File: config.mk
export PLATFORM = sky130hd
export DESIGN_NAME = f_spsram_arb2
export DESIGN_NICKNAME = d
export VERILOG_FILES = /design/src/rtl/f_spsram_arb2.sv
export SDC_FILE = /design/constraint.sdc
export NUM_CORES = 1
export LEC_CHECK = 0
export ABC_AREA = 1
export BUFFER_PORTS_ARGS = -buffer_cell sky130_fd_sc_hd__buf_2
export CAP_MARGIN = 20
export CORE_AREA = 2 2 288 290
export CTS_CLUSTER_DIAMETER = 200
export DETAILED_ROUTE_END_ITERATION = 6
export DIE_AREA = 0 0 290 292
export HOLD_SLACK_MARGIN = 0.08
export MAX_ROUTING_LAYER = met4
export SETUP_SLACK_MARGIN = 0.1
export SYNTH_ARGS = -nofsm -noshare
export SYNTH_HDL_FRONTEND = slang
export SYNTH_SLANG_ARGS = --single-unit
File: constraint.sdc
create_clock -name CLK -period 2.8 [get_ports CLK]
set_clock_uncertainty 0.15 [all_clocks]
set_input_delay 0.42 -clock CLK [delete_from_list [all_inputs] [get_ports CLK]]
set_output_delay 0.42 -clock CLK [all_outputs]
set_load 0.01 [all_outputs]
File: src/rtl/f_spsram_arb2.sv
`default_nettype none
// ============================================================================
//  Module      : f_spsram_arb2
//  Description : Two-requester round-robin arbiter/sequencer in front of a
//                16384x128 single-port SRAM macro (byte write, active-low
//                CEN/WEN, registered Q). Each port issues reads or
//                byte-masked writes over valid/ready. Read data returns one
//                cycle after acceptance on a per-port response handshake.
//  Revision    : 1.0  initial release
// ----------------------------------------------------------------------------
//  Ports
//    CLK, RST          clock (rising edge), synchronous active-high reset
//    pN_req_valid      port N request valid                        (N = 0,1)
//    pN_req_ready      port N request accepted this cycle
//    pN_req_write      1 = write, 0 = read
//    pN_req_addr       word address
//    pN_req_wdata      write data
//    pN_req_wstrb      active-high byte strobes
//    pN_rsp_valid      read data valid for port N
//    pN_rsp_ready      port N accepts the response
//    rsp_data          shared read data (SRAM Q), valid with a pN_rsp_valid
//    sram_a/cen/d/wen  SRAM macro inputs (CEN, WEN active-low)
//    sram_q            SRAM macro registered output
// ============================================================================
module f_spsram_arb2 #(
  parameter int AW = 14,
  parameter int DW = 128
) (
  input  logic            CLK,
  input  logic            RST,
  // port 0 request / response
  input  logic            p0_req_valid,
  output logic            p0_req_ready,
  input  logic            p0_req_write,
  input  logic [AW-1:0]   p0_req_addr,
  input  logic [DW-1:0]   p0_req_wdata,
  input  logic [DW/8-1:0] p0_req_wstrb,
  output logic            p0_rsp_valid,
  input  logic            p0_rsp_ready,
  // port 1 request / response
  input  logic            p1_req_valid,
  output logic            p1_req_ready,
  input  logic            p1_req_write,
  input  logic [AW-1:0]   p1_req_addr,
  input  logic [DW-1:0]   p1_req_wdata,
  input  logic [DW/8-1:0] p1_req_wstrb,
  output logic            p1_rsp_valid,
  input  logic            p1_rsp_ready,
  // shared read data
  output logic [DW-1:0]   rsp_data,
  // SRAM macro
  output logic [AW-1:0]   sram_a,
  output logic            sram_cen,
  output logic [DW-1:0]   sram_d,
  output logic [DW/8-1:0] sram_wen,
  input  logic [DW-1:0]   sram_q
);

  localparam int BW = DW / 8;

  // --------------------------------------------------------------------------
  // State
  // --------------------------------------------------------------------------
  logic          r_rr_ptr;   // preferred port when both are eligible
  logic          r_rd_pend;  // a read response is outstanding
  logic          r_rd_id;    // port owning the outstanding response
  logic [AW-1:0] r_a_last;   // SRAM address held while idle
  logic [DW-1:0] r_d_last;   // SRAM data held while idle

  // --------------------------------------------------------------------------
  // Eligibility and arbitration
  // --------------------------------------------------------------------------
  logic w_rsp_hs;    // outstanding response is accepted this cycle
  logic w_rd_ok;     // a new read may be issued this cycle
  logic w_cand0;
  logic w_cand1;
  logic w_gnt0;
  logic w_gnt1;
  logic w_gnt_any;

  assign w_rsp_hs = r_rd_pend && (r_rd_id ? p1_rsp_ready : p0_rsp_ready);

  // Q is the only read-data storage, so a new read may only be launched once
  // the previous response is gone or leaving in this very cycle.
  assign w_rd_ok  = !r_rd_pend || w_rsp_hs;

  assign w_cand0  = !RST && p0_req_valid && (p0_req_write || w_rd_ok);
  assign w_cand1  = !RST && p1_req_valid && (p1_req_write || w_rd_ok);

  assign w_gnt0   = w_cand0 && (!w_cand1 || !r_rr_ptr);
  assign w_gnt1   = w_cand1 && (!w_cand0 ||  r_rr_ptr);
  assign w_gnt_any = w_gnt0 || w_gnt1;

  assign p0_req_ready = w_gnt0;
  assign p1_req_ready = w_gnt1;

  // --------------------------------------------------------------------------
  // Granted request mux
  // --------------------------------------------------------------------------
  logic          w_gnt_write;
  logic [AW-1:0] w_gnt_addr;
  logic [DW-1:0] w_gnt_wdata;
  logic [BW-1:0] w_gnt_wstrb;
  logic          w_issue_rd;
  logic          w_issue_wr;
  logic          w_issue;

  assign w_gnt_write = w_gnt1 ? p1_req_write : p0_req_write;
  assign w_gnt_addr  = w_gnt1 ? p1_req_addr  : p0_req_addr;
  assign w_gnt_wdata = w_gnt1 ? p1_req_wdata : p0_req_wdata;
  assign w_gnt_wstrb = w_gnt1 ? p1_req_wstrb : p0_req_wstrb;

  assign w_issue_rd  = w_gnt_any && !w_gnt_write;
  // An all-zero strobe write is swallowed: enabling the macro with all-ones
  // WEN would be a read and would overwrite a Q value still being returned.
  assign w_issue_wr  = w_gnt_any &&  w_gnt_write && (|w_gnt_wstrb);
  assign w_issue     = w_issue_rd || w_issue_wr;

  // --------------------------------------------------------------------------
  // SRAM pins (combinational from the grant; the macro samples at the same
  // edge that completes the request handshake)
  // --------------------------------------------------------------------------
  assign sram_cen = !w_issue;
  assign sram_wen = w_issue_wr ? ~w_gnt_wstrb : {BW{1'b1}};
  assign sram_a   = w_issue    ? w_gnt_addr   : r_a_last;
  assign sram_d   = w_issue_wr ? w_gnt_wdata  : r_d_last;

  // --------------------------------------------------------------------------
  // Response path: Q is held by the macro while no read is issued, so it can
  // be presented directly for as long as the response waits.
  // --------------------------------------------------------------------------
  assign p0_rsp_valid = r_rd_pend && !r_rd_id;
  assign p1_rsp_valid = r_rd_pend &&  r_rd_id;
  assign rsp_data     = sram_q;

  // --------------------------------------------------------------------------
  // Sequential state
  // --------------------------------------------------------------------------
  always_ff @(posedge CLK) begin
    if (RST) begin
      r_rr_ptr  <= 1'b0;
      r_rd_pend <= 1'b0;
      r_rd_id   <= 1'b0;
      r_a_last  <= '0;
      r_d_last  <= '0;
    end else begin
      // Hand preference to the other port after every grant.
      if (w_gnt0) begin
        r_rr_ptr <= 1'b1;
      end else if (w_gnt1) begin
        r_rr_ptr <= 1'b0;
      end

      // A new read takes priority over clearing: back-to-back reads keep
      // the pending flag set and move ownership to the new requester.
      if (w_issue_rd) begin
        r_rd_pend <= 1'b1;
        r_rd_id   <= w_gnt1;
      end else if (w_rsp_hs) begin
        r_rd_pend <= 1'b0;
      end

      if (w_issue) begin
        r_a_last <= w_gnt_addr;
      end
      if (w_issue_wr) begin
        r_d_last <= w_gnt_wdata;
      end
    end
  end

endmodule
`default_nettype wire

* Word-level counts from Yosys, hierarchy flattened *
Cells that the tools add are included.

storage, ports and cells
  register bits after elaboration = 145
  input port bits = 452
  output and inout port bits = 291
  logic and storage cells = 48

operators by class
  muxes and demuxes = 12
  bitwise logic cells = 1
  reduce and logical (&&, ||, !) cells = 30

operators with widths
  cell               number
  $mux 128           2
  $mux 16            2
  $mux 14            2
  $not 16->16        1
  $reduce_or 16->1   1
  $logic_and 1x1->1  12
  $logic_not 1->1    8
  $logic_or 1x1->1   7
  $mux 1             6
  $reduce_bool 2->1  2

* Depth between registers and ports, before layout *
Gate-level depths: netlist of the first run.

  depth in word-level cells = 13
  depth in mapped cells = 20
  depth with buffers taken out = 18

* Worst setup path before layout of the first run *
No wires, ideal clock.

  kind = in2out
  start = in p1_rsp_ready
  end = out sram_a[0]
  arrival = 2.056 ns
  data required time = 2.230 ns
  slack = 0.174 ns
  stages = 18
  buffers on the path = 4
  path through = nand2_1 -> nand4_1 -> nand3_2 -> nand2_4 -> buf_2 -> nand2_1 -> nand2_1 -> nor2_1 -> nand2_1 -> nor2_1 -> nand2_1 -> nand2_1 -> buf_6 -> buf_8 -> buf_6 -> nand3_1 -> nand2_1 -> inv_1

between the ends
  longest elaborated chain between the ends = 13
  elaborated cells on any way between the ends = 24
  classes of those cells = mux (5); reduce/logical (19)

RTL lines
  what                                            line      RTL
  from (decl)                                     48        input logic p1_rsp_ready,
  $mux 1 (*)                                      81        assign w_rsp_hs = r_rd_pend && (r_rd_id ? p1_rsp_ready : p0_rsp_ready);
  $logic_and 1x1->1 (*)                           81
  $logic_or 1x1->1 (*)                            85        assign w_rd_ok = !r_rd_pend || w_rsp_hs;
  $logic_or 1x1->1, on equally long branches      87, 88
  $logic_and 1x1->1, on equally long branches     87, 88
  $logic_not 1->1, on equally long branches       91, 90
  $logic_or 1x1->1, on equally long branches      91, 90
  $logic_and 1x1->1, on equally long branches     91, 90
  $mux 16, or another cell as far along           111       assign w_gnt_wstrb = w_gnt1 ? p1_req_wstrb : p0_req_wstrb;
  $reduce_or 16->1, or another cell as far along  116       assign w_issue_wr = w_gnt_any && w_gnt_write && (|w_gnt_wstrb);
  $logic_and 1x1->1, on equally long branches     116, 113
  $logic_or 1x1->1                                117       assign w_issue = w_issue_rd || w_issue_wr;
  $mux 14 (*)                                     -
  to (decl)                                       52        output logic [AW-1:0] sram_a,

Every way passes the cells marked *; elsewhere a longest branch is shown, timed or not.

* Final worst setup path of the first run *
  start = reg r_rd_id
  end = reg r_d_last[105]

between the ends
  longest elaborated chain between the ends = 12
  elaborated cells on any way between the ends = 21
  classes of those cells = mux (5); reduce/logical (16)

RTL lines
  what                                                   line    RTL
  from (decl)                                            66      logic r_rd_id;
  from (signal assigned)                                 158     r_rd_id <= w_gnt1;
  $mux 1 (*)                                             81
  $logic_and 1x1->1 (*)                                  81
  $logic_or 1x1->1 (*)                                   85
  $logic_or 1x1->1, on equally long branches             87, 88
  $logic_and 1x1->1, on equally long branches            87, 88
  $logic_not 1->1, on equally long branches              91, 90
  $logic_or 1x1->1, on equally long branches             91, 90
  $logic_and 1x1->1, on equally long branches            91, 90
  $mux 16, or another cell as far along                  111
  $reduce_or 16->1 or $logic_and 1x1->1 (tied branches)  116
  $logic_and 1x1->1                                      116
  $mux 128 (*)                                           -
  to (signal assigned)                                   167     r_d_last <= w_gnt_wdata;
  to (decl)                                              68      logic [DW-1:0] r_d_last;

Marks and branches as above.
A chain may end at the register's enable or synchronous reset.

==> metrics, run 1 <==
run status finished with violations; failing checks setup timing; mapped cell area approximately 9300 um2; drt initial violations 296; Top Metal Used met4; P&R area growth vs syn 70.7%; met3 routed WL 4060 um; required time of the critical path just over 3 ns; Distinct cells, synth 22; Synth area leader dfxtp_1; TritonCTS buffer count 17; Cell Pwr Density a little over 500 nW/um2; Setup violations, final 186; core area 81600 um2; routed via count between 10000 and 15000; Worst Hold Slack around 0.15 ns; count of buffers from port buffering 486; crit end category register; slew margin rel. 0.490; Tmin final roughly 3.6 ns; Residual DRC 0; final setup margin -0.811 ns; Starting Density 0.115; non-filler instance count after layout about 3300; Place WS -0.551 ns; critical path's top delay family buffers and inverters; commonest non-fill, non-tap cell in the layout nand2_1; most frequent cells in the layout nand2_1 (564), buf_2 (455), inv_1 (296); # nets final 2637; Avg Inst Size Synth approximately 5.7 um2; Power Total between 8 and 9 mW; Arr. time, crit path just under 4 ns; Int Power between 5 and 6 mW; met1 WL between 15000 and 20000 um; TritonCTS clock tree yes; flops & latches, synth between 100 and 150; Net Switching ~2.7 mW; Sw Share 0.336; Slew Limit Fails 0; Synth Instances between 1500 and 2000; final core occ 0.195; syn nets approximately 2100; standard-cell rows 105; First-pass DRT Iterations 4; Max Cap Viol 0; routability cong. ~0.87; H-tree Lvls 4; clk_lat worst skew approximately 0.47 ns; HP Class in2reg; largest net degree at the start of global routing 65; unrepaired setup endpoints after global routing true; CTS sink count roughly 150; DP Area 13000 um2; Top Ports between 700 and 800; Hold Fails Final Rpt 0; antenna violation net count after detailed routing 0; Design Area, Final roughly 16000 um2; Clk pwr share 0.308; slowest library cell on the worst path dfxtp_2; die footprint 84700 um2; Fillers 9259; fin crit share 1.29; WL/cell 13.0 um; die width a little under 300 um; global-route wire length before repair 59600 um; Critical Path Source Type register; post-synthesis sequential area ratio 0.311; fmax about 280 MHz; initial antenna violation count 8; Yosys top cell area share 0.311; ranking of synthesized cells by area dfxtp_1 (31%), nand2_1 (26%), inv_1 (12%); Worst-path clk slew about 0.07 ns; die height between 200 and 300 um; register share of total power 0.288; worst-path maximum fanout 8; Most common cell on crit path buf_4; Remaining Overflow, GRT 0; Synth Warn # 0; met2 WL between 15000 and 20000 um; setup tns final -115.00 ns; Gate power share 0.404; drt via density approximately 3.4; share of cells above drive strength 1 0.455; Post-DP HPWL slightly above 30000 um; clock root cell clkbuf_16; critical path class reg2reg; Worst Tran Pin Value roughly 0.77 ns; DP Cell Count between 3000 and 4000; Total Wirelength approximately 43000 um; global-route usage over all layers 0.0970; CTS max path bufs 2; Critical path buffers and inverters 15; Critical Path Max Stage Delay around 0.36 ns; Leak ~9.3 nW; worst vdd ir roughly 0.4 mV; vias in the first global route 10300
[cells in the mapped netlist]
library cell  number
clkbuf_1          48
nand2_4            1
buf_8              1
buf_6             11
nand3_1           30
nand2_1          645
dfxtp_1          145
o21ai_0           58
nand3_2            1
a21oi_1            3
buf_1              4
inv_2              3
nor2_1           156
buf_4            128
clkbuf_2           1
or2_2              1
inv_1            308
a211oi_1           1
buf_2             19
nand2_2            1
o21ai_1           72
nand4_1            2
[per-layer routing]
metal / vias up / track usage
met2: 557 / 0.153
met3: 116 / 0.0432
met4: 0 / 0.0564
li1: 5715 / -
met5: - / -
met1: 4773 / 0.0998
[area by class of cell]
class	count	area (um2)	area share
timing repair buffer	739	5220	0.327
multi-input combinational	971	4690	0.294
sequential	145	2900	0.182
tap	1070	1340	0.0839
inverter	311	1180	0.0740
clock buffer	20	467	0.0293
clock inverter	10	134	0.00839
antenna	5	12.5	0.000785
[logic make-up after synthesis]
group | Yosys count | synth area share
AOI/OAI and AO/OA | 134 | 0.0721
DFF | 145 | 0.311
and+or+nand+nor | 837 | 0.343
buffers and inverters | 523 | 0.274
[worst paths after layout]
kind	startpoint	to	slack, ns	cells after the start
max	r_rd_id	r_d_last[105]	-0.81	28
min reg2reg	r_rd_pend	r_rd_pend	0.37	2
min	p0_req_wdata[62]	r_d_last[62]	0.15	5
max reg2reg	r_rd_id	r_d_last[105]	-0.81	28
[flip-flops by register name, summed over array words and instances, names as in the netlist]
| name | flops |
|---|---|
| r_rd_pend | 1 |
| r_d_last | 128 |
| r_rr_ptr | 1 |
| r_a_last | 14 |
| r_rd_id | 1 |
[tightest hold or removal path, cell delays in order]
cell and delay, ns:
buf_2 0.07, nand2_1 0.04, nand2_1 0.07, o21ai_2 0.06, nor2_1 0.07
[timing repair]
action                                 CTS  global route
gates resized for setup                147           259
setup endpoints to repair              259           287
endpoints found under the hold margin    1             0
setup buffers                           57            25
cloned                                   8             9
hold buffers                             1             0
pin swaps                                7            23
[power by group through the flow]
stage | sequential [mW] | combinational [mW] | clock (mW)
after floorplan | 2.34 | 1.34 | 0
final | 2.31 | 3.24 | 2.47
after detailed placement | 2.35 | 2.36 | 0
after global placement | 2.35 | 2.36 | 0
after CTS | 2.31 | 2.80 | 2.62
after global routing | 2.33 | 3.57 | 2.69
No activity file was read; power rests on OpenSTA's default activity.
==> run 2: changes to the inputs <==
Settings changed: BUFFER_PORTS_ARGS -buffer_cell sky130_fd_sc_hd__buf_2 to -buffer_cell sky130_fd_sc_hd__buf_4.
Clock period 2.8 ns to 3.7 ns, I/O delays scaled along.
==> metrics, run 2 (synthesis results as in run 1) <==
run status finished with violations; failing checks setup timing; final setup margin -0.0572 ns; Hold Fails Final Rpt 0; vias in the first global route slightly below 10000; H-tree Lvls 4; max reg flops 128; slew margin rel. 0.496; Slew Limit Fails 0; largest net degree at the start of global routing 82; required time of the critical path around 3.0 ns; WHS Path Cells 4; Arr. time, crit path between 3 and 4 ns; hold endpoint r_rd_pend; Max Cap Viol 0; fmax between 200 and 300 MHz; commonest non-fill, non-tap cell in the layout nand2_1; Design Area, Final around 16000 um2; CTS sink count approximately 150; initial antenna violation count 3; Cell Pwr Density between 300 and 400 nW/um2; R2R Setup Slk just over 0.8 ns; count of buffers from port buffering between 400 and 500; Leak 8.86 nW; clk_lat worst skew 0.46 ns; non-filler instance count after layout ~3100; Critical Path Source Type register; core area slightly above 80000 um2; Remaining Overflow, GRT 0; # nets final between 2000 and 3000; DP Area 13600 um2; global-route usage over all layers 0.0951; register share of total power 0.300; die width approximately 290 um; TritonCTS clock tree yes; Tmin final about 3.8 ns; unrepaired setup endpoints after global routing true; fin crit share 1.02; crit end category primary output; slowest library cell on the worst path dfxtp_4; CP cell instances inv_2 -> nand2_2 -> nand4_1 -> nand3_4 -> clkbuf_16 -> nand3_1 -> nand2_1 -> nor2_1 -> nand2_1 -> nor2_2 -> nand2_4 -> nand2_8 -> buf_12 -> clkbuf_16 -> buf_4 -> nand2_1 -> o21ai_2 -> inv_1 -> buf_6; Place WS ~0.13 ns; Worst-path clk slew 0.07 ns; Fillers between 9000 and 10000; Most common cell on crit path nand2_1; worst-path maximum fanout 7; standard-cell rows 105; CTS max path bufs 2; Starting Density 0.115; Residual DRC 0; Gate power share 0.389; clock root cell clkbuf_16; drt via density 3.39; Total Wirelength between 40000 and 50000 um; Post-DP HPWL 31100 um; antenna violation net count after detailed routing 0; share of cells above drive strength 1 0.395; CTS Hold Bufs 0; DP Cell Count 3056; Int Power 3.82 mW; most frequent cells in the layout nand2_1 (589), buf_4 (519), inv_1 (297); Worst Tran Pin Value about 0.76 ns; WL/cell ~13 um; First-pass DRT Iterations 4; critical path class reg2out; drt initial violations roughly 300; Worst Hold Slack around 0.24 ns; Clk pwr share 0.311; Setup violations, final 15; worst vdd ir around 0.3 mV; top flop regs r_d_last x128, r_a_last x14; TritonCTS buffer count 17; HP Class in2reg; routability cong. around 0.84; Critical Path Max Stage Delay 0.36 ns; Top Ports between 700 and 800; die footprint between 80000 and 90000 um2; global-route wire length before repair ~58000 um; P&R area growth vs syn 68.9%; reg2reg start r_rd_id; Net Switching 2.00 mW; R2R cell count 20; Sw Share 0.344; min-delay src p0_rsp_ready; routed via count approximately 11000; die height roughly 290 um; Most flops, register r_d_last; Worst R2R End r_d_last[16]
-- run 2: final cells by class --
class / count / area, um2 / area share
Clock inverter: 12 / 121 / 0.00769
Tap cell: 1070 / 1340 / 0.0848
Multi-Input combinational cell: 973 / 4610 / 0.292
Inverter: 311 / 1170 / 0.0744
Clock buffer: 20 / 467 / 0.0296
Timing Repair Buffer: 602 / 5150 / 0.327
Antenna cell: 3 / 7.51 / 0.000476
Sequential cell: 145 / 2910 / 0.184
-- run 2: metal layers --
layer	GRT usage	wire length [um]
met1	0.0996	16500
met3	0.0429	4010
met2	0.149	19400
met4	0.0526	2000
met5	-	0
-- run 2: per-stage QoR --
step                      power (mW)  utilization  setup TNS [ns]
after CTS                       5.65        0.178          -0.686
after detailed placement        3.65        0.167               0
after global routing            6.25        0.193          -21.92
final                           5.83        0.193          -0.256
after global placement          3.64        0.167               0
after floorplan                 2.79            -               0
-- run 2: worst max-delay path, delay by kind of cell (launching register included) --
family / cells / cell delay [ns]
DFF: 1 / 0.36
and+or+nand+nor: 11 / 1.15
buffers and inverters: 7 / 0.95
AOI/OAI and AO/OA: 1 / 0.10
-- run 2: power groups by stage --
| stage | clock [mW] | sequential, mW | combinational (mW) |
|---|---|---|---|
| finish | 1.81 | 1.75 | 2.27 |
| detailed placement | 0 | 1.78 | 1.87 |
| global route | 2.00 | 1.76 | 2.50 |
| CTS | 1.94 | 1.75 | 1.96 |
| floorplan | 0 | 1.77 | 1.01 |
| global placement | 0 | 1.78 | 1.86 |
-- run 2: worst max-delay path by stage --
stage,startpoint,end,slack [ns],depth (start not counted)
floorplan,p1_rsp_ready,sram_a[0],0.80,18
global placement,RST,sram_d[55],0.14,17
detailed placement,RST,sram_d[55],0.13,17
CTS,r_rd_id,sram_d[17],-0.04,19
global route,r_rd_id,sram_a[2],-0.23,19
finish,r_rd_id,sram_d[68],-0.06,19
-- run 2: repair_timing --
| item | CTS | global route |
|---|---|---|
| endpoints found under the setup margin | 143 | 159 |
| pin swaps | 3 | 29 |
| setup buffers | 6 | 25 |
| resized for setup | 32 | 294 |
| gates cloned | 5 | 9 |
